File: src/rtl/trng_ctrl_pkg.sv
// Shared definitions for the TRNG round-robin scheduler: FSM state encoding
// and the TRNG restart pulse length.
package trng_ctrl_pkg;

    typedef enum logic [1:0] {
        ST_RST_TRNG = 2'd0,
        ST_WARMUP   = 2'd1,
        ST_SERVE    = 2'd2,
        ST_ALARM    = 2'd3
    } state_t;

    localparam int RST_CYCLES = 2;

endpackage

File: src/rtl/trng_rr_scheduler_if.sv
// Bundle between the scheduler, the TRNG core and the requesters.
interface trng_rr_scheduler_if #(
    parameter int NREQ  = 4,
    parameter int WIDTH = 8
);
    // A TRNG word moves when trng_read & trng_valid at a clock edge. A requester
    // holds its req bit until a one-cycle gnt pulse, which also qualifies dat.
    logic             trng_reset;
    logic             trng_read;
    logic [WIDTH-1:0] trng_dat;
    logic             trng_valid;
    logic [NREQ-1:0]  req;
    logic [NREQ-1:0]  gnt;
    logic [WIDTH-1:0] dat;
    logic             ready;
    logic             alarm;
    logic             alarm_clr;

    modport master (
        output trng_reset, trng_read, gnt, dat, ready, alarm,
        input  trng_dat, trng_valid, req, alarm_clr
    );

    modport slave (
        input  trng_reset, trng_read, gnt, dat, ready, alarm,
        output trng_dat, trng_valid, req, alarm_clr
    );
endinterface

File: src/rtl/rr_arbiter.sv
// Combinational round-robin pick: first set bit of req at or above ptr,
// wrapping at NREQ, returned as one-hot, index and an any-request flag.
module rr_arbiter #(
    parameter  int NREQ = 4,
    localparam int PW   = $clog2(NREQ)
) (
    input  logic [NREQ-1:0] req,
    input  logic [PW-1:0]   ptr,
    output logic [NREQ-1:0] onehot,
    output logic [PW-1:0]   index,
    output logic            any
);
    int            k;
    logic [PW-1:0] kk;

    always_comb begin
        onehot = '0;
        index  = '0;
        any    = 1'b0;
        k      = 0;
        kk     = '0;
        for (int i = 0; i < NREQ; i++) begin
            // explicit wrap keeps non-power-of-2 NREQ in range
            k = int'(ptr) + i;
            if (k >= NREQ) k = k - NREQ;
            kk = PW'(k);
            if (!any && req[kk]) begin
                any        = 1'b1;
                index      = kk;
                onehot[kk] = 1'b1;
            end
        end
    end
endmodule

File: src/rtl/trng_rr_scheduler.sv
// Owns TRNG restart and read strobe, discards warm-up words, shares words
// round-robin among requesters and runs a repetition-count health test.
module trng_rr_scheduler
    import trng_ctrl_pkg::*;
#(
    parameter int NREQ      = 4,
    parameter int WIDTH     = 8,
    parameter int WARMUP    = 16,
    parameter int RCT_LIMIT = 4
) (
    input  logic                i_clk,
    input  logic                i_reset_n,
    trng_rr_scheduler_if.master bus,
    output state_t              o_dbg_state
);
    localparam int PW  = $clog2(NREQ);
    localparam int WW  = $clog2(WARMUP + 1);
    localparam int RW  = $clog2(RCT_LIMIT);
    localparam int RW1 = RW + 1;
    localparam int CW  = $clog2(RST_CYCLES + 1);

    state_t           state;
    logic [CW-1:0]    rst_cnt;
    logic [PW-1:0]    ptr;
    logic [WW-1:0]    warm_cnt;
    logic [RW-1:0]    rep_cnt;
    logic [WIDTH-1:0] prev;
    logic             prev_vld;
    logic [NREQ-1:0]  gnt_q;
    logic [WIDTH-1:0] dat_q;
    logic             alarm_q;

    logic [NREQ-1:0]  masked_req;
    logic [NREQ-1:0]  arb_onehot;
    logic [PW-1:0]    arb_idx;
    logic             arb_any;
    logic             trng_read;
    logic             consume;
    logic             same;
    logic [RW:0]      rep_inc;
    logic             rct_trip;
    logic [RW-1:0]    rep_next;

    // a requester pulsed this cycle cannot win again until the pulse drops
    assign masked_req = bus.req & ~gnt_q;

    rr_arbiter #(.NREQ(NREQ)) u_arb (
        .req    (masked_req),
        .ptr    (ptr),
        .onehot (arb_onehot),
        .index  (arb_idx),
        .any    (arb_any)
    );

    assign trng_read = (state == ST_WARMUP) | ((state == ST_SERVE) & arb_any);
    assign consume   = trng_read & bus.trng_valid;
    assign same      = prev_vld & (bus.trng_dat == prev);
    assign rep_inc   = {1'b0, rep_cnt} + RW1'(1);
    assign rct_trip  = same & (rep_inc >= RW1'(RCT_LIMIT - 1));
    assign rep_next  = !same    ? '0 :
                       rct_trip ? RW'(RCT_LIMIT - 1) : rep_inc[RW-1:0];

    always_ff @(posedge i_clk) begin
        if (!i_reset_n) begin
            state    <= ST_RST_TRNG;
            rst_cnt  <= '0;
            ptr      <= '0;
            warm_cnt <= '0;
            rep_cnt  <= '0;
            prev     <= '0;
            prev_vld <= 1'b0;
            gnt_q    <= '0;
            dat_q    <= '0;
            alarm_q  <= 1'b0;
        end else begin
            gnt_q <= '0;
            case (state)
                ST_RST_TRNG: begin
                    warm_cnt <= '0;
                    rep_cnt  <= '0;
                    prev_vld <= 1'b0;
                    if (rst_cnt == CW'(RST_CYCLES - 1)) begin
                        rst_cnt <= '0;
                        state   <= ST_WARMUP;
                    end else begin
                        rst_cnt <= rst_cnt + CW'(1);
                    end
                end
                ST_WARMUP: if (consume) begin
                    prev     <= bus.trng_dat;
                    prev_vld <= 1'b1;
                    rep_cnt  <= rep_next;
                    warm_cnt <= warm_cnt + WW'(1);
                    if (rct_trip) begin
                        state   <= ST_ALARM;
                        alarm_q <= 1'b1;
                    end else if (warm_cnt == WW'(WARMUP - 1)) begin
                        state <= ST_SERVE;
                    end
                end
                ST_SERVE: if (consume) begin
                    prev     <= bus.trng_dat;
                    prev_vld <= 1'b1;
                    rep_cnt  <= rep_next;
                    // a failing word is swallowed: no grant, pointer stays put
                    if (rct_trip) begin
                        state   <= ST_ALARM;
                        alarm_q <= 1'b1;
                    end else begin
                        gnt_q <= arb_onehot;
                        dat_q <= bus.trng_dat;
                        ptr   <= (arb_idx == PW'(NREQ - 1)) ? '0 : arb_idx + PW'(1);
                    end
                end
                ST_ALARM: if (bus.alarm_clr) begin
                    state   <= ST_RST_TRNG;
                    rst_cnt <= '0;
                    alarm_q <= 1'b0;
                end
                default: state <= ST_RST_TRNG;
            endcase
        end
    end

    assign bus.trng_reset = ~i_reset_n | (state == ST_RST_TRNG);
    assign bus.trng_read  = trng_read;
    assign bus.gnt        = gnt_q;
    assign bus.dat        = dat_q;
    assign bus.ready      = (state == ST_SERVE);
    assign bus.alarm      = alarm_q;
    assign o_dbg_state    = state;
endmodule

File: src/flat_wrapper.sv
// flat-port wrapper written by rule: the top's interface ports become plain ports
module trng_rr_scheduler_flat import trng_ctrl_pkg::*;
#(
    parameter int NREQ      = 4,
    parameter int WIDTH     = 8,
    parameter int WARMUP    = 16,
    parameter int RCT_LIMIT = 4
)
  (i_clk, i_reset_n, o_dbg_state, bus_trng_reset, bus_trng_read, bus_gnt, bus_dat, bus_ready, bus_alarm, bus_trng_dat, bus_trng_valid, bus_req, bus_alarm_clr);
  trng_rr_scheduler_if #(.NREQ(NREQ), .WIDTH(WIDTH)) bus_i ();
  input  logic i_clk;
  input  logic i_reset_n;
  output state_t o_dbg_state;
  output wire logic [$bits(bus_i.trng_reset)-1:0] bus_trng_reset;
  output wire logic [$bits(bus_i.trng_read)-1:0] bus_trng_read;
  output wire logic [$bits(bus_i.gnt)-1:0] bus_gnt;
  output wire logic [$bits(bus_i.dat)-1:0] bus_dat;
  output wire logic [$bits(bus_i.ready)-1:0] bus_ready;
  output wire logic [$bits(bus_i.alarm)-1:0] bus_alarm;
  input wire logic [$bits(bus_i.trng_dat)-1:0] bus_trng_dat;
  input wire logic [$bits(bus_i.trng_valid)-1:0] bus_trng_valid;
  input wire logic [$bits(bus_i.req)-1:0] bus_req;
  input wire logic [$bits(bus_i.alarm_clr)-1:0] bus_alarm_clr;
  assign bus_trng_reset = bus_i.trng_reset;
  assign bus_trng_read = bus_i.trng_read;
  assign bus_gnt = bus_i.gnt;
  assign bus_dat = bus_i.dat;
  assign bus_ready = bus_i.ready;
  assign bus_alarm = bus_i.alarm;
  assign bus_i.trng_dat = bus_trng_dat;
  assign bus_i.trng_valid = bus_trng_valid;
  assign bus_i.req = bus_req;
  assign bus_i.alarm_clr = bus_alarm_clr;
  trng_rr_scheduler #(.NREQ(NREQ), .WIDTH(WIDTH), .WARMUP(WARMUP), .RCT_LIMIT(RCT_LIMIT)) u_core (.i_clk(i_clk), .i_reset_n(i_reset_n), .bus(bus_i), .o_dbg_state(o_dbg_state));
endmodule
File: config.mk
export PLATFORM = sky130hd
export DESIGN_NAME = trng_rr_scheduler_flat
export DESIGN_NICKNAME = d
export VERILOG_FILES = /design/src/rtl/trng_ctrl_pkg.sv /design/src/rtl/trng_rr_scheduler_if.sv /design/src/rtl/rr_arbiter.sv /design/src/rtl/trng_rr_scheduler.sv /design/src/flat_wrapper.sv
export SDC_FILE = /design/constraint.sdc
export NUM_CORES = 1
export LEC_CHECK = 0
export ABC_AREA = 0
export BUFFER_PORTS_ARGS = -buffer_cell sky130_fd_sc_hd__buf_2
export CORE_AREA = 2 2 69 71
export CTS_BUF_LIST = sky130_fd_sc_hd__clkbuf_8 sky130_fd_sc_hd__clkbuf_16
export DETAILED_ROUTE_END_ITERATION = 10
export DIE_AREA = 0 0 71 73
export GPL_TIMING_DRIVEN = 0
export PLACE_DENSITY = 0.79
export SLEW_MARGIN = 20
export SYNTH_ARGS = -nofsm -noshare
export SYNTH_HDL_FRONTEND = slang
export SYNTH_HIERARCHICAL = 1
export SYNTH_SLANG_ARGS = --single-unit
File: constraint.sdc
create_clock -name i_clk -period 2.67 [get_ports i_clk]
set_input_delay 0.1335 -clock i_clk [delete_from_list [all_inputs] [get_ports i_clk]]
set_output_delay 0.1335 -clock i_clk [all_outputs]
set_load 0.1 [all_outputs]
== After elaboration in Yosys (flattened, before gate mapping) ==
Index checks and enable logic that the tools add are counted.

* Add/subtract/negate cells: 11
* Reduce and logical (&&, ||, !) cells: 24
* Shifts and indexed selects: 0
* Equal/unequal tests: 15
* Mux-type cells: 55
* Multiply operators: 0
* Bitwise gates (word level): 15
* Div/mod/pow operators: 0
* Magnitude comparators: 13

{| class="wikitable"
|+ Operators by type and width
! kind !! count
|-
| 2-bit 2-to-1 mux || 20
|-
| 1-bit 2-to-1 mux || 16
|-
| 4-bit 2-to-1 mux || 4
|-
| 2-bit by 3-bit < comparator with 1-bit output, second input constant || 4
|-
| 2-bit by 1-bit inequality test with 1-bit output, second input constant || 6
|-
| 4-bit bitwise OR || 3
|-
| 5-bit one-hot mux with 2 select lines || 1
|-
| 3-bit greater-or-equal comparator, second input constant || 3
|-
| 1-bit binary-select mux with 2-bit select || 4
|-
| 1-bit demux with 2-bit select || 4
|-
| 8-bit == test || 1
|-
| 2-bit by 1-bit greater-or-equal comparator with 1-bit output, second input constant || 4
|-
| 2-bit one-hot mux with 2 select lines || 2
|-
| 2-bit one-hot mux with 4 select lines || 1
|-
| 2-bit AND reduction || 4
|-
| 2-bit nonzero test || 4
|-
| 2-bit by 1-bit subtractor with 2-bit output, second input constant || 4
|-
| 1-bit logical AND || 7
|-
| 2-bit by 1-bit adder with 3-bit output, second input constant || 2
|-
| 2-bit by 2-bit adder with 3-bit output, second input constant || 2
|-
| 2-bit == test, second input constant || 3
|-
| 6-bit AND reduction || 1
|-
| 5-bit by 1-bit adder with 5-bit output, second input constant || 1
|-
| 5-bit by 4-bit == test with 1-bit output, second input constant || 1
|-
| 19 further kinds || 31
|}

* Bits in latches: 0
* Memory bits (read-only): 0
* Memories kept: 0
* Input port bits: 16
* Register bits: 35
* Memory bits (writable): 0

== Depth between registers and ports, before layout ==
Gate-level depths: netlist (run 1).

* Depth in word-level cells: 19
* Mapped depth: 14
* Mapped depth without buffers: 11

== Hierarchy ==
Netlist (run 1), hierarchy kept.

{| class="wikitable"
|+ By module, submodules not included
! module !! area each (um^2) !! times used !! cells an instance
|-
| trng_rr_scheduler || 1754.2 || 1 || 199
|-
| rr_arbiter || 421.7 || 1 || 45
|}

== Worst setup path after synthesis (run 1) ==
OpenSTA, ideal clock, no wires.

* Path kind: register to register
* From: register u_core.state[1] (netlist: u_core/o_dbg_state[1])
* To: register u_core.rep_cnt[1]
* Required time: 2.555 ns
* Library setup time: 0.115 ns
* Arrival time: 3.771 ns
* Path slack: -1.216 ns
* Clock period less this slack: 3.886 ns
* Cell stages (with the launch flop): 8
* Path through: dfxtp_1 -> ha_1 -> a21o_1 -> and2_1 -> nand2_1 -> buf_1 -> and3_1 -> o21a_1

* Longest elaborated chain between the ends: 6
* Elaborated cells between the ends (all ways): 11
* Classes of those cells: eq/ne: 3; mux: 1; bitwise: 3; reduce/logical: 4

{| class="wikitable"
|+ Ends and longest elaborated chain
! what !! line !! text
|-
| from (decl) || trng_rr_scheduler.sv:22 || <nowiki>state_t state;</nowiki>
|-
| from (signal assigned) || trng_rr_scheduler.sv:65 || <nowiki>state <= ST_RST_TRNG;</nowiki>
|-
| from (signal assigned) || trng_rr_scheduler.sv:84 || <nowiki>state <= ST_WARMUP;</nowiki>
|-
| from (signal assigned) || trng_rr_scheduler.sv:95 || <nowiki>state <= ST_ALARM;</nowiki>
|-
| 2-bit == test || n/a ||
|-
| via bus_ready || flat_wrapper.sv:18 || <nowiki>output wire logic [$bits(bus_i.ready)-1:0] bus_ready;</nowiki>
|-
| 1-bit AND || trng_rr_scheduler.sv:55 || <nowiki>assign trng_read = (state == ST_WARMUP) | ((state == ST_SERVE) & arb_any);</nowiki>
|-
| 1-bit bitwise OR || trng_rr_scheduler.sv:55 ||
|-
| via bus_trng_read || flat_wrapper.sv:15 || <nowiki>output wire logic [$bits(bus_i.trng_read)-1:0] bus_trng_read;</nowiki>
|-
| 1-bit AND || trng_rr_scheduler.sv:56 || <nowiki>assign consume = trng_read & bus.trng_valid;</nowiki>
|-
| 2-bit by 1-bit inequality test with 1-bit output (no source line) || n/a ||
|-
| 2-bit AND reduction (no source line) || n/a ||
|-
| to (signal assigned) || trng_rr_scheduler.sv:92 || <nowiki>rep_cnt <= rep_next;</nowiki>
|-
| to (signal assigned) || trng_rr_scheduler.sv:104 || <nowiki>rep_cnt <= rep_next;</nowiki>
|-
| to (decl) || trng_rr_scheduler.sv:26 || <nowiki>logic [RW-1:0] rep_cnt;</nowiki>
|}

The timed path passes the listed nets, and every way through them passes these cells.
A chain may end at the register's enable or synchronous reset.

== Worst setup path after layout (run 1) ==
* From: register u_core.ptr[0]
* To: register u_core.prev[4]

* Longest elaborated chain between the ends: 18
* Elaborated cells between the ends (all ways): 37
* Classes of those cells: add/sub: 7; order compare: 4; mux: 16; bitwise: 3; reduce/logical: 7

{| class="wikitable"
|+ Ends and longest elaborated chain
! what !! line !! text
|-
| from (decl) || trng_rr_scheduler.sv:24 || <nowiki>logic [PW-1:0] ptr;</nowiki>
|-
| from (signal assigned) || trng_rr_scheduler.sv:112 || <nowiki>ptr <= (arb_idx == PW'(NREQ - 1)) ? '0 : arb_idx + PW'(1);</nowiki>
|-
| branches (longest 13 deep; another with 2-bit by 1-bit adder with 3-bit output) || n/a ||
|-
| 1-bit 2-to-1 mux (*) || rr_arbiter.sv:27 || <nowiki>if (!any && req[kk]) begin</nowiki>
|-
| via u_core.arb_any || trng_rr_scheduler.sv:36 || <nowiki>logic arb_any;</nowiki>
|-
| 1-bit AND (*) || trng_rr_scheduler.sv:55 ||
|-
| 1-bit bitwise OR (*) || trng_rr_scheduler.sv:55 ||
|-
| 1-bit AND (*) || trng_rr_scheduler.sv:56 ||
|-
| 2-bit AND reduction (no source line) (*) || n/a ||
|-
| to (signal assigned) || trng_rr_scheduler.sv:90 || <nowiki>prev <= bus.trng_dat;</nowiki>
|-
| to (signal assigned) || trng_rr_scheduler.sv:102 || <nowiki>prev <= bus.trng_dat;</nowiki>
|-
| to (decl) || trng_rr_scheduler.sv:27 || <nowiki>logic [WIDTH-1:0] prev;</nowiki>
|}

Mark *: on every way through the listed nets, which the timed path passes. The select of a mux whose other input is x is not followed.

==> impl_summary.txt, run 1 <==
----------------------------------------------------
[Place]
  HPWL Detailed ... 3350 um
  Quantity of I/O buffers inserted on ports ... 31
  Final Wtd Congestion ... 0.782
  Placed inst area ... 0.00246 mm2

[Timing]
  Final critical-path share of the clock period ... 95.7%
  Number of max-slew violations in the final report ... 0
  RSZ-0062 raised after global routing ... false
  Final worst clock skew ... 6.36 ps
  Worst hold slack after final layout ... 114 ps
  Pin slew with the least headroom to its limit ... 523 ps
  Setup-failing EPs final ... 0
  Max-slew headroom ... 65.1%
  Time the final worst path needs with I/O delays and setup ... 2560 ps
  Max Fclk ... 391 MHz
  Final hold viol count ... 0

[Yosys]
  Cell count after synthesis ... 244
  Leading cell type by number of instances after synthesis ... dfxtp_1
  Count of distinct cell types in the synthesized netlist ... 46
  Avg Synthesized Cell Area ... 8.92 um2
  Top cells by count, synth ... dfxtp_1, nand2_1, nor2b_1, ha_1
  Fraction of synthesized cell area taken by the top area cell type ... about 32%
  Asr flop ratio synth ... 0%
  Count of flip-flops with a built-in enable after synthesis ... 0
  Post-synth top flop ... dfxtp_1
  Yosys warns ... 6
  Netlist area before placement ... 0.00218 mm2
  Syn_nets ... 274
  Flip-flop and latch count after synthesis ... 35
  Cell taking the most area after synthesis ... dfxtp_1
  Leading post-synthesis cells by cell area ... dfxtp_1, ha_1, mux2i_1, nand2_1, nor2b_1
  Part of the Yosys area used for sequential elements ... about a third

[Setup path]
  Maximum net fanout on the critical path ... 10
  Register-to-register setup slack ... roughly 110 ps
  Kind of critical path ... reg -> reg
  Critical path launch point type ... flop
  Cell count of the worst reg-to-reg path ... 14
  End of the worst register-to-register path ... u_core/prev[4]
  Slowest cell delay on critical path ... 380 ps
  Crit Reg-Reg Startpoint ... u_core/ptr[0]
  Master of the slowest instance on the critical path ... dfxtp_4
  CP required ... 2850 ps
  Kind of end point of the critical path ... flop
  Most used cell along the critical path ... buf_6
  Ordered list of cells on the worst path ... buf_6 -> inv_1 -> ha_4 -> mux4_2 -> buf_6 -> nor3_4 -> nand2b_1 -> a21o_4 -> and2_4 -> nand2_4 -> buf_8 -> nor2_1 -> a21oi_1 -> nor2b_1
  WP data arrival ... roughly 2700 ps

[Global route]
  Maximum number of pins on one net before global-route repair ... 13
  Combined global-route utilization of all metal layers ... 18.4%
  Global-route wire length before repair ... 7620 um
  Initial antenna violation count ... 0
  Total congestion overflow after global routing ... 0
  Via count of the first global-routing pass ... ~1700

[Clock network]
  Clock slew at the register clock pins of the worst setup and hold paths ... 70 ps
  Hold-fix buffers at CTS ... 0
  Clock tree root buffer cell ... clkbuf_8
  Bufs on Longest Clock Path ... 2
  Clock sink count ... 35
  H-tree levels ... 2
  Source-to-sink clock delay at the later pin of the worst-skew pair ... around 290 ps
  CTS Buf Count ... 5
  CTS tree ... done

[Drt]
  Routed wirelength normalized by instance count ... around 13 um
  Detail-routed via count per cell ... 5.52
  Via count ... 1887
  Drt total wl ... 4610 um
  Number of nets with antenna violations after detailed routing ... 0
  DR iter-0 viols ... 95
  Number of search-and-repair iterations in the first detailed-routing pass ... 4
  Post-route DRC ... 0

[Final layout]
  Fill cells ... a little under 400
  Post-route cell area ... 0.00265 mm2
  Count of antenna diodes in the layout ... 0
  Net count of the finished layout ... 317
  Core occupancy in the finished layout ... ~58%
  Area growth syn-to-layout ... 21.6%
  Share of post-route cells with drive strength above 1 ... between 30% and 40%

[Power]
  Internal power contribution ... 0.00109 W
  PD cells ... between 700 and 800 mW/mm2
  Switching share of power ... between 40% and 50%
  Worst vdd rail ir drop ... 0.408 mV
  Part of the power in combinational logic ... 42.9%
  Seq pwr share ... 31.9%
  Net switching power of the design ... between 0.0007 and 0.0008 W
  Clock power share ... between 20% and 30%
  Leakage Power ... ~1.1 nW

[Hold path]
  Kind of path behind the tightest hold check ... in -> reg
  Worst min-delay path endpoint ... u_core/bus.dat[2]
  Cell depth of the worst hold path ... 3
  Startpoint of the tightest hold check path ... bus_trng_dat[2]

[Status]
  Outcome ... finished clean

[Floorplanning]
  Boundary pin count ... 34
  Die span in y ... 73 um
  Effective utilization at floorplan ... 48.0%
  Die X-Extent ... just over 70 um
  Core area ... 0.00454 mm2
  Total number of placement rows ... 25
  Area enclosed by the die boundary ... 0.00518 mm2

[Job]
  Max-cap violations ... 0

----------------------------------------------------
==> layout by cell type (no fill, tap or decap), drive strengths merged, types with 2 or more instances in the layout <==
cell type  synthesis  layout
a21oi             11      11
a22oi              8       8
and2               3       3
and3               8       8
buf                6      41
clkbuf             8      14
clkinv             0       2
dfxtp             35      35
ha                14      14
inv               12      12
mux2i             13      13
mux4               4       4
nand2             25      25
nand2b             5       5
nand3             13      13
nor2               9       9
nor2b             15      15
nor3b              3       3
nor4               2       2
o2111ai            2       2
o21a               2       2
o21ai             23      23
o221ai             2       2
or2b               3       3
xnor2              3       3
==> registers in the layout (all words and copies together), names as in the netlist <==
name                count
u_core/prev             8
u_core/rep_cnt          2
u_core/ptr              2
u_core/warm_cnt         5
u_core/prev_vld         1
u_core/bus.alarm        1
u_core/bus.dat          8
u_core/rst_cnt          2
u_core/bus.gnt          4
u_core/o_dbg_state      2
==> critical path: cells and delay by family, from the launching register on <==
family / cells / cell delay (ps)
AND/OR/NAND/NOR: 6 / 640
AO/OA/AOI/OAI: 2 / 390
buffers and inverters: 4 / 460
multiplexers: 1 / 300
flip-flops: 1 / 380
adder cells (fa/ha/maj): 1 / 290
==> metal layers <==
| layer | global-route usage, % | vias up | share of wire, % |
|---|---|---|---|
| met2 | 28.0 | 55 | 44 |
| met3 | 4.97 | 8 | 6.1 |
| li1 | - | 954 | - |
| met5 | 0 | - | 0 |
| met1 | 25.6 | 870 | 48 |
| met4 | 5.45 | 0 | 1.3 |
==> final cells by class <==
cell class	count	area, um2	share of cell area [%]
sequential	35	726	27.4
multi-input combinational	183	1390	52.6
inverter	12	45.0	1.70
buffer	14	93.8	3.55
timing repair buffer	36	210	7.94
tap	54	67.6	2.55
clock buffer	5	68.8	2.60
clock inverter	3	43.8	1.65
==> repair_timing <==
action                     4_1_cts  5_1_grt
setup endpoints to repair       19       18
buffers inserted                 3        1
pin swaps                        0        2
gates resized for setup          2        4
gates cloned                     0        1
==> cells by family after synthesis <==
logic type      count (synthesis)  share of synthesized area, %
simple gates                   91                          23.7
compound gates                 56                          17.6
flops                          35                          32.2
buf+inv                        26                          5.87
mux                            18                          11.0
fa+ha+maj                      14                          8.05
xor+xnor                        4                          1.61
==> stage by stage <==
stage | setup TNS (ps) | setup WS, ps | cells | power [W]
after floorplan | 0 | 27.1 | 244 | 0.00126
after global placement | -551 | -56.4 | 329 | 0.00137
after detailed placement | -793 | -88.5 | 329 | 0.00139
after CTS | 0 | 18.9 | 340 | 0.00187
after global routing | 0 | 35.0 | 342 | 0.00198
final | 0 | 114 | 342 | 0.00188
==> worst max-delay path by stage <==
stage	start	to	slack (ps)	cells after the start
floorplan	u_core/ptr[0]	u_core/prev[0]	30	13
global route	u_core/ptr[0]	u_core/prev[7]	30	13
detailed placement	u_core/ptr[0]	u_core/prev[2]	-90	13
finish	u_core/ptr[0]	u_core/prev[4]	110	14
global placement	u_core/ptr[0]	u_core/prev[1]	-60	13
CTS	u_core/ptr[0]	u_core/prev[2]	20	13
==> power groups by stage <==
stage	registers (W)	clock network, W	logic (W)
after floorplan	0.000720	0	0.000537
after global placement	0.000611	0	0.000764
after detailed placement	0.000614	0	0.000774
after CTS	0.000601	0.000489	0.000782
after global routing	0.000607	0.000512	0.000862
final	0.000600	0.000475	0.000809
Power figures use the tool's default switching activity.
==> run 2, diff against run 1 <==
==> constraint.sdc (replaced) <==
create_clock -name i_clk -period 2.67 [get_ports i_clk]
set_input_delay 0.4005 -clock i_clk [delete_from_list [all_inputs] [get_ports i_clk]]
set_output_delay 0.4005 -clock i_clk [all_outputs]
set_load 0.1 [all_outputs]
==> run 2 against run 1 <==
  * Non-clock buffer count is 4 higher
  * Utilization is 0.41 points higher
  * Global-route usage increased by 0.12 points
  * Sequential share of layout area down 0.19 points
  * Hold slack improved by 270 ps
  * Critical path depth shrank 7
  * Sequential power about the same
==> impl_summary.txt, run 2 (synthesized netlist as in run 1, its figures left out) <==
----------------------------------------------------
[Drt]
  Via count ... 1901
  Routed wirelength normalized by instance count ... 13.2 um
  Post-route DRC ... 0
  Number of nets with antenna violations after detailed routing ... 0
  Detail-routed via count per cell ... roughly 5.5
  Number of search-and-repair iterations in the first detailed-routing pass ... 4
  DR iter-0 viols ... 118
  Drt total wl ... 4580 um

[Setup path]
  Kind of end point of the critical path ... output port
  Ordered list of cells on the worst path ... buf_6 -> buf_4 -> buf_4 -> mux4_1 -> nand2b_1 -> a21o_4 -> buf_12
  CP Buf/Inv Count ... 4
  Master of the slowest instance on the critical path ... mux4_1
  Kind of cell adding the most delay to the critical path ... multiplexers
  Critical path launch point type ... flop
  CP required ... 2270 ps
  WP data arrival ... ~2200 ps
  Kind of critical path ... reg -> out
  Maximum net fanout on the critical path ... 4
  Most used cell along the critical path ... buf_4
  Slowest cell delay on critical path ... 590 ps

[Clock network]
  CTS Buf Count ... 5
  H-tree levels ... 2
  Hold-fix buffers at CTS ... 0
  Clock sink count ... 35
  Bufs on Longest Clock Path ... 2
  Clock tree root buffer cell ... clkbuf_8
  Clock slew at the register clock pins of the worst setup and hold paths ... 70 ps
  CTS tree ... done
  Source-to-sink clock delay at the later pin of the worst-skew pair ... 290 ps

[Job]
  Max-cap violations ... 0

[Place]
  Dpl cells ... 329
  HPWL Detailed ... approximately 3400 um
  Quantity of I/O buffers inserted on ports ... 31
  Final Wtd Congestion ... 0.782

[Power]
  Switching share of power ... 41.7%
  Net switching power of the design ... 0.000793 W
  Leakage Power ... 1.13 nW
  Seq pwr share ... about a third
  PD cells ... 714 mW/mm2
  Total power of the final layout ... 0.00190 W
  Internal power contribution ... 0.00111 W
  Clock power share ... 24.8%
  Part of the power in combinational logic ... 43.6%
  Worst vdd rail ir drop ... 0.445 mV

[Timing]
  Final critical-path share of the clock period ... 97.1%
  Final worst clock skew ... 6.29 ps
  Max Fclk ... 386 MHz
  Max-slew headroom ... 64.4%
  Total negative setup slack ... 0 ps
  Time the final worst path needs with I/O delays and setup ... 2590 ps
  RSZ-0062 raised after global routing ... false
  Setup-failing EPs final ... 0
  Pin slew with the least headroom to its limit ... 533 ps
  Final hold viol count ... 0
  Number of max-slew violations in the final report ... 0

[Global route]
  Initial antenna violation count ... 0
  Via count of the first global-routing pass ... 1718
  Total congestion overflow after global routing ... 0
  Global-route wire length before repair ... around 7700 um
  Maximum number of pins on one net before global-route repair ... 13
  Combined global-route utilization of all metal layers ... 18.5%

[Floorplanning]
  Total number of placement rows ... 25
  Core area ... around 0.0045 mm2
  Die span in y ... 73 um
  Effective utilization at floorplan ... between 40 and 50%
  Die X-Extent ... 71 um
  Area enclosed by the die boundary ... 0.00518 mm2
  Boundary pin count ... 34

[Final layout]
  Count of antenna diodes in the layout ... 0
  Fill cells ... 383
  Commonest cells after routing, fill and taps aside ... buf_2, dfxtp_1, nand2_1
  Non-filler instance count after layout ... 346
  Most common cell after layout, fill and taps aside ... buf_2
  Share of post-route cells with drive strength above 1 ... about a third
  Area growth syn-to-layout ... 22.5%
  Sequential cell area ... 726 um2
  Net count of the finished layout ... 321
  Multi-input gate area in the final layout ... 0.00139 mm2
  Core occupancy in the finished layout ... 58.8%

[Status]
  Outcome ... finished clean

[Hold path]
  Kind of path behind the tightest hold check ... in -> reg

----------------------------------------------------
-- run 2: path summary, 6_finish.rpt --
kind | start | to | slack (ps) | cells after the start
max | u_core/ptr[0] | bus_trng_read | 80 | 7
min | bus_trng_dat[2] | u_core/bus.dat[2] | 380 | 3
max reg2reg | u_core/ptr[0] | u_core/prev[4] | 130 | 12
min reg2reg | u_core/rst_cnt[1] | u_core/rst_cnt[1] | 440 | 2
-- run 2: per-layer routing --
metal	GRT usage [%]	vias up	share of wire [%]
li1	-	967	-
met1	25.6	872	49
met2	28.3	54	44
met3	4.97	8	6.3
met4	5.45	0	1.1
met5	0	-	0
-- run 2: layout make-up --
class / count / share of cell area [%]
Clock inverter: 3 / 1.64
Multi-Input combinational cell: 183 / 52.0
Clock buffer: 5 / 2.58
Tap cell: 54 / 2.54
Buffer: 14 / 3.38
Timing Repair Buffer: 40 / 8.92
Sequential cell: 35 / 27.2
Inverter: 12 / 1.69
-- run 2: through the flow --
| step | setup WS, ps | area (um2) | hold WS [ps] |
|---|---|---|---|
| CTS | 27.5 | 2660 | 372 |
| global route | 3.91 | 2670 | 387 |
| floorplan | 27.1 | 2240 | 419 |
| global placement | -56.4 | 2460 | 431 |
| finish | 77.0 | 2670 | 382 |
| detailed placement | -88.5 | 2460 | 433 |
-- run 2: power by group through the flow --
stage	clock, W	combinational, W	sequential, W
floorplan	0	0.000537	0.000720
global placement	0	0.000764	0.000611
detailed placement	0	0.000774	0.000614
CTS	0.000489	0.000827	0.000599
global route	0.000512	0.000882	0.000606
finish	0.000472	0.000830	0.000599
-- run 2: repair_timing --
item,in CTS,in global routing
resized for setup,7,0
endpoints found under the setup margin,19,4
buffers inserted,8,1
pin swaps,0,2
-- run 2: worst reg2reg max path, delay by kind of cell (launching register included) --
kind	cells	cell delay, ps
and+or+nand+nor	5	610
muxes	1	590
buffers and inverters	4	520
AOI/OAI and AO/OA	2	390
DFF	1	350
==> run 3, diff against run 2 <==
CORE_AREA = 2 2 87 89   (was 2 2 69 71)
DIE_AREA = 0 0 89 91   (was 0 0 71 73)
PLACE_DENSITY = 0.56   (was 0.79)
==> run 3 against run 2 <==
  * Via count shrank 1.2%
  * Critical path depth increased by 1
  * Clock power grew 7.2%
  * First-iteration DRC count is 56% lower
  * Sequential cell count did not move
  * Die area grew 56%
  * Non-clock buffer count up 3
  * Cell count grew 14%
  * Maximum frequency is essentially flat
  * Hold slack lost 5.6 ps
  * Clock-buffer cell count is the same
  * Cell area up 4.3%
  * Highest routed layer unchanged
==> impl_summary.txt, run 3 (synthesized netlist as in run 1, its figures left out) <==
----------------------------------------------------
[Status]
  Outcome ... finished clean

[Power]
  PD cells ... roughly 700 mW/mm2
  Internal power contribution ... 0.00112 W
  Switching share of power ... 42.4%
  Worst vdd rail ir drop ... 0.245 mV
  Leakage Power ... 1.15 nW
  Part of the power in combinational logic ... around 43%
  Net switching power of the design ... 0.000827 W
  Seq pwr share ... 30.7%
  Clock power share ... 26.0%

[Global route]
  Total congestion overflow after global routing ... 0
  Initial antenna violation count ... 0
  Global-route wire length before repair ... 8790 um
  Maximum number of pins on one net before global-route repair ... 14
  Via count of the first global-routing pass ... 1809
  Combined global-route utilization of all metal layers ... between 10% and 20%

[Drt]
  DR iter-0 viols ... 52
  Number of nets with antenna violations after detailed routing ... 0
  Via count ... approximately 1900
  Post-route DRC ... 0
  Number of search-and-repair iterations in the first detailed-routing pass ... 4
  Routed wirelength normalized by instance count ... ~13 um
  Detail-routed via count per cell ... around 4.8
  Drt total wl ... 5250 um

[Final layout]
  Commonest cells after routing, fill and taps aside ... buf_2, dfxtp_1, nand2_1
  Fill cells ... around 750
  Post-route cell area ... 0.00278 mm2
  Sequential cell area ... slightly above 700 um2
  Net count of the finished layout ... 324
  Multi-input gate area in the final layout ... 0.00140 mm2
  Share of post-route cells with drive strength above 1 ... 33.6%
  Most common cell after layout, fill and taps aside ... buf_2
  Area growth syn-to-layout ... 27.8%
  Count of antenna diodes in the layout ... 0

[Setup path]
  Cell count of the worst reg-to-reg path ... 12
  WP data arrival ... 2190 ps
  Kind of end point of the critical path ... output port
  Critical path launch point type ... flop
  End of the worst register-to-register path ... u_core/ptr[1]
  Register-to-register setup slack ... 110 ps
  CP required ... between 2000 and 2500 ps
  Kind of critical path ... reg -> out
  Crit Reg-Reg Startpoint ... u_core/ptr[1]
  Maximum net fanout on the critical path ... 4

[Floorplanning]
  Effective utilization at floorplan ... 30.5%
  Area enclosed by the die boundary ... between 0.008 and 0.009 mm2
  Core area ... around 0.0071 mm2
  Total number of placement rows ... 31
  Die span in y ... 91 um
  Die X-Extent ... 89 um
  Boundary pin count ... 34

[Timing]
  Total negative setup slack ... 0 ps
  Worst hold slack after final layout ... around 380 ps
  Final worst clock skew ... 10.6 ps
  Max Fclk ... ~390 MHz
  Pin slew with the least headroom to its limit ... 521 ps
  Time the final worst path needs with I/O delays and setup ... about 2600 ps
  Number of max-slew violations in the final report ... 0
  Setup-failing EPs final ... 0
  Final hold viol count ... 0
  Final critical-path share of the clock period ... 97.1%
  Max-slew headroom ... 65.2%
  RSZ-0062 raised after global routing ... false

[Place]
  Placed inst area ... approximately 0.0025 mm2
  HPWL Detailed ... 3650 um
  Final Wtd Congestion ... 0.811
  Quantity of I/O buffers inserted on ports ... 31

[Clock network]
  Clock sink count ... 35
  CTS tree ... done
  Clock slew at the register clock pins of the worst setup and hold paths ... 80 ps
  Bufs on Longest Clock Path ... 2
  H-tree levels ... 2
  Source-to-sink clock delay at the later pin of the worst-skew pair ... 290 ps
  CTS Buf Count ... 5
  Clock tree root buffer cell ... clkbuf_8

[Hold path]
  Cell depth of the worst hold path ... 3
  Startpoint of the tightest hold check path ... bus_trng_dat[3]
  Kind of path behind the tightest hold check ... in -> reg
  Worst min-delay path endpoint ... u_core/bus.dat[3]

[Job]
  Max-cap violations ... 0

----------------------------------------------------
run 3: worst max-delay path by stage:
stage	startpoint	to	slack [ps]	cells after the start
3_3_place_gp	u_core/ptr[0]	u_core/prev[1]	-80	13
4_1_cts	u_core/ptr[0]	bus_trng_read	2	9
6_report	u_core/ptr[1]	bus_trng_read	80	8
5_1_grt	u_core/ptr[1]	bus_trng_read	6	8
2_1_floorplan	u_core/ptr[0]	u_core/prev[0]	30	13
3_5_place_dp	u_core/ptr[0]	u_core/prev[1]	-90	13
run 3: stage by stage:
stage | worst slack, ps | instances | total power [W] | util [%]
floorplan | 27.1 | 244 | 0.00126 | -
global route | 5.70 | 394 | 0.00207 | 39.0
detailed placement | -94.8 | 374 | 0.00139 | 35.2
global placement | -77.5 | 374 | 0.00138 | 35.2
finish | 76.3 | 394 | 0.00195 | 39.0
CTS | 1.94 | 391 | 0.00195 | 38.4
run 3: critical path, stage by stage, from the launching register on:
cell	delay, ps
dfxtp_4	350
inv_1	190
ha_4	260
mux4_2	300
buf_6	150
nor3_4	130
nand2b_1	120
a21o_4	250
buf_12	160
run 3: final cells by class:
class | instances | area share (%)
Buffer | 14 | 3.38
Multi-Input combinational cell | 183 | 50.5
Sequential cell | 35 | 26.1
Tap cell | 99 | 4.46
Clock inverter | 3 | 1.71
Clock buffer | 5 | 2.48
Timing Repair Buffer | 43 | 9.81
Inverter | 12 | 1.62
run 3: power by group through the flow:
stage,registers (W),clock network (W),logic [W]
after floorplan,0.000720,0,0.000537
after global placement,0.000613,0,0.000772
after detailed placement,0.000613,0,0.000774
after CTS,0.000598,0.000522,0.000834
after global routing,0.000605,0.000557,0.000907
final,0.000598,0.000506,0.000845
run 3: routing by layer:
metal  global-route usage [%]  part of all wire, %  vias up
met4                     4.35                  1.4        0
met1                     19.2                   49      876
met5                        0                    0        -
met3                     2.73                  3.3        6
met2                     20.7                   46       34
li1                         -                    -      962
run 3: timing repair:
item | in CTS | in global routing
cloned | 0 | 0
endpoints found under the setup margin | 21 | 11
buffers inserted | 9 | 3
hold buffers | 0 | 0
gates resized for setup | 8 | 5
pin swaps | 1 | 5
endpoints found under the hold margin | 0 | 0
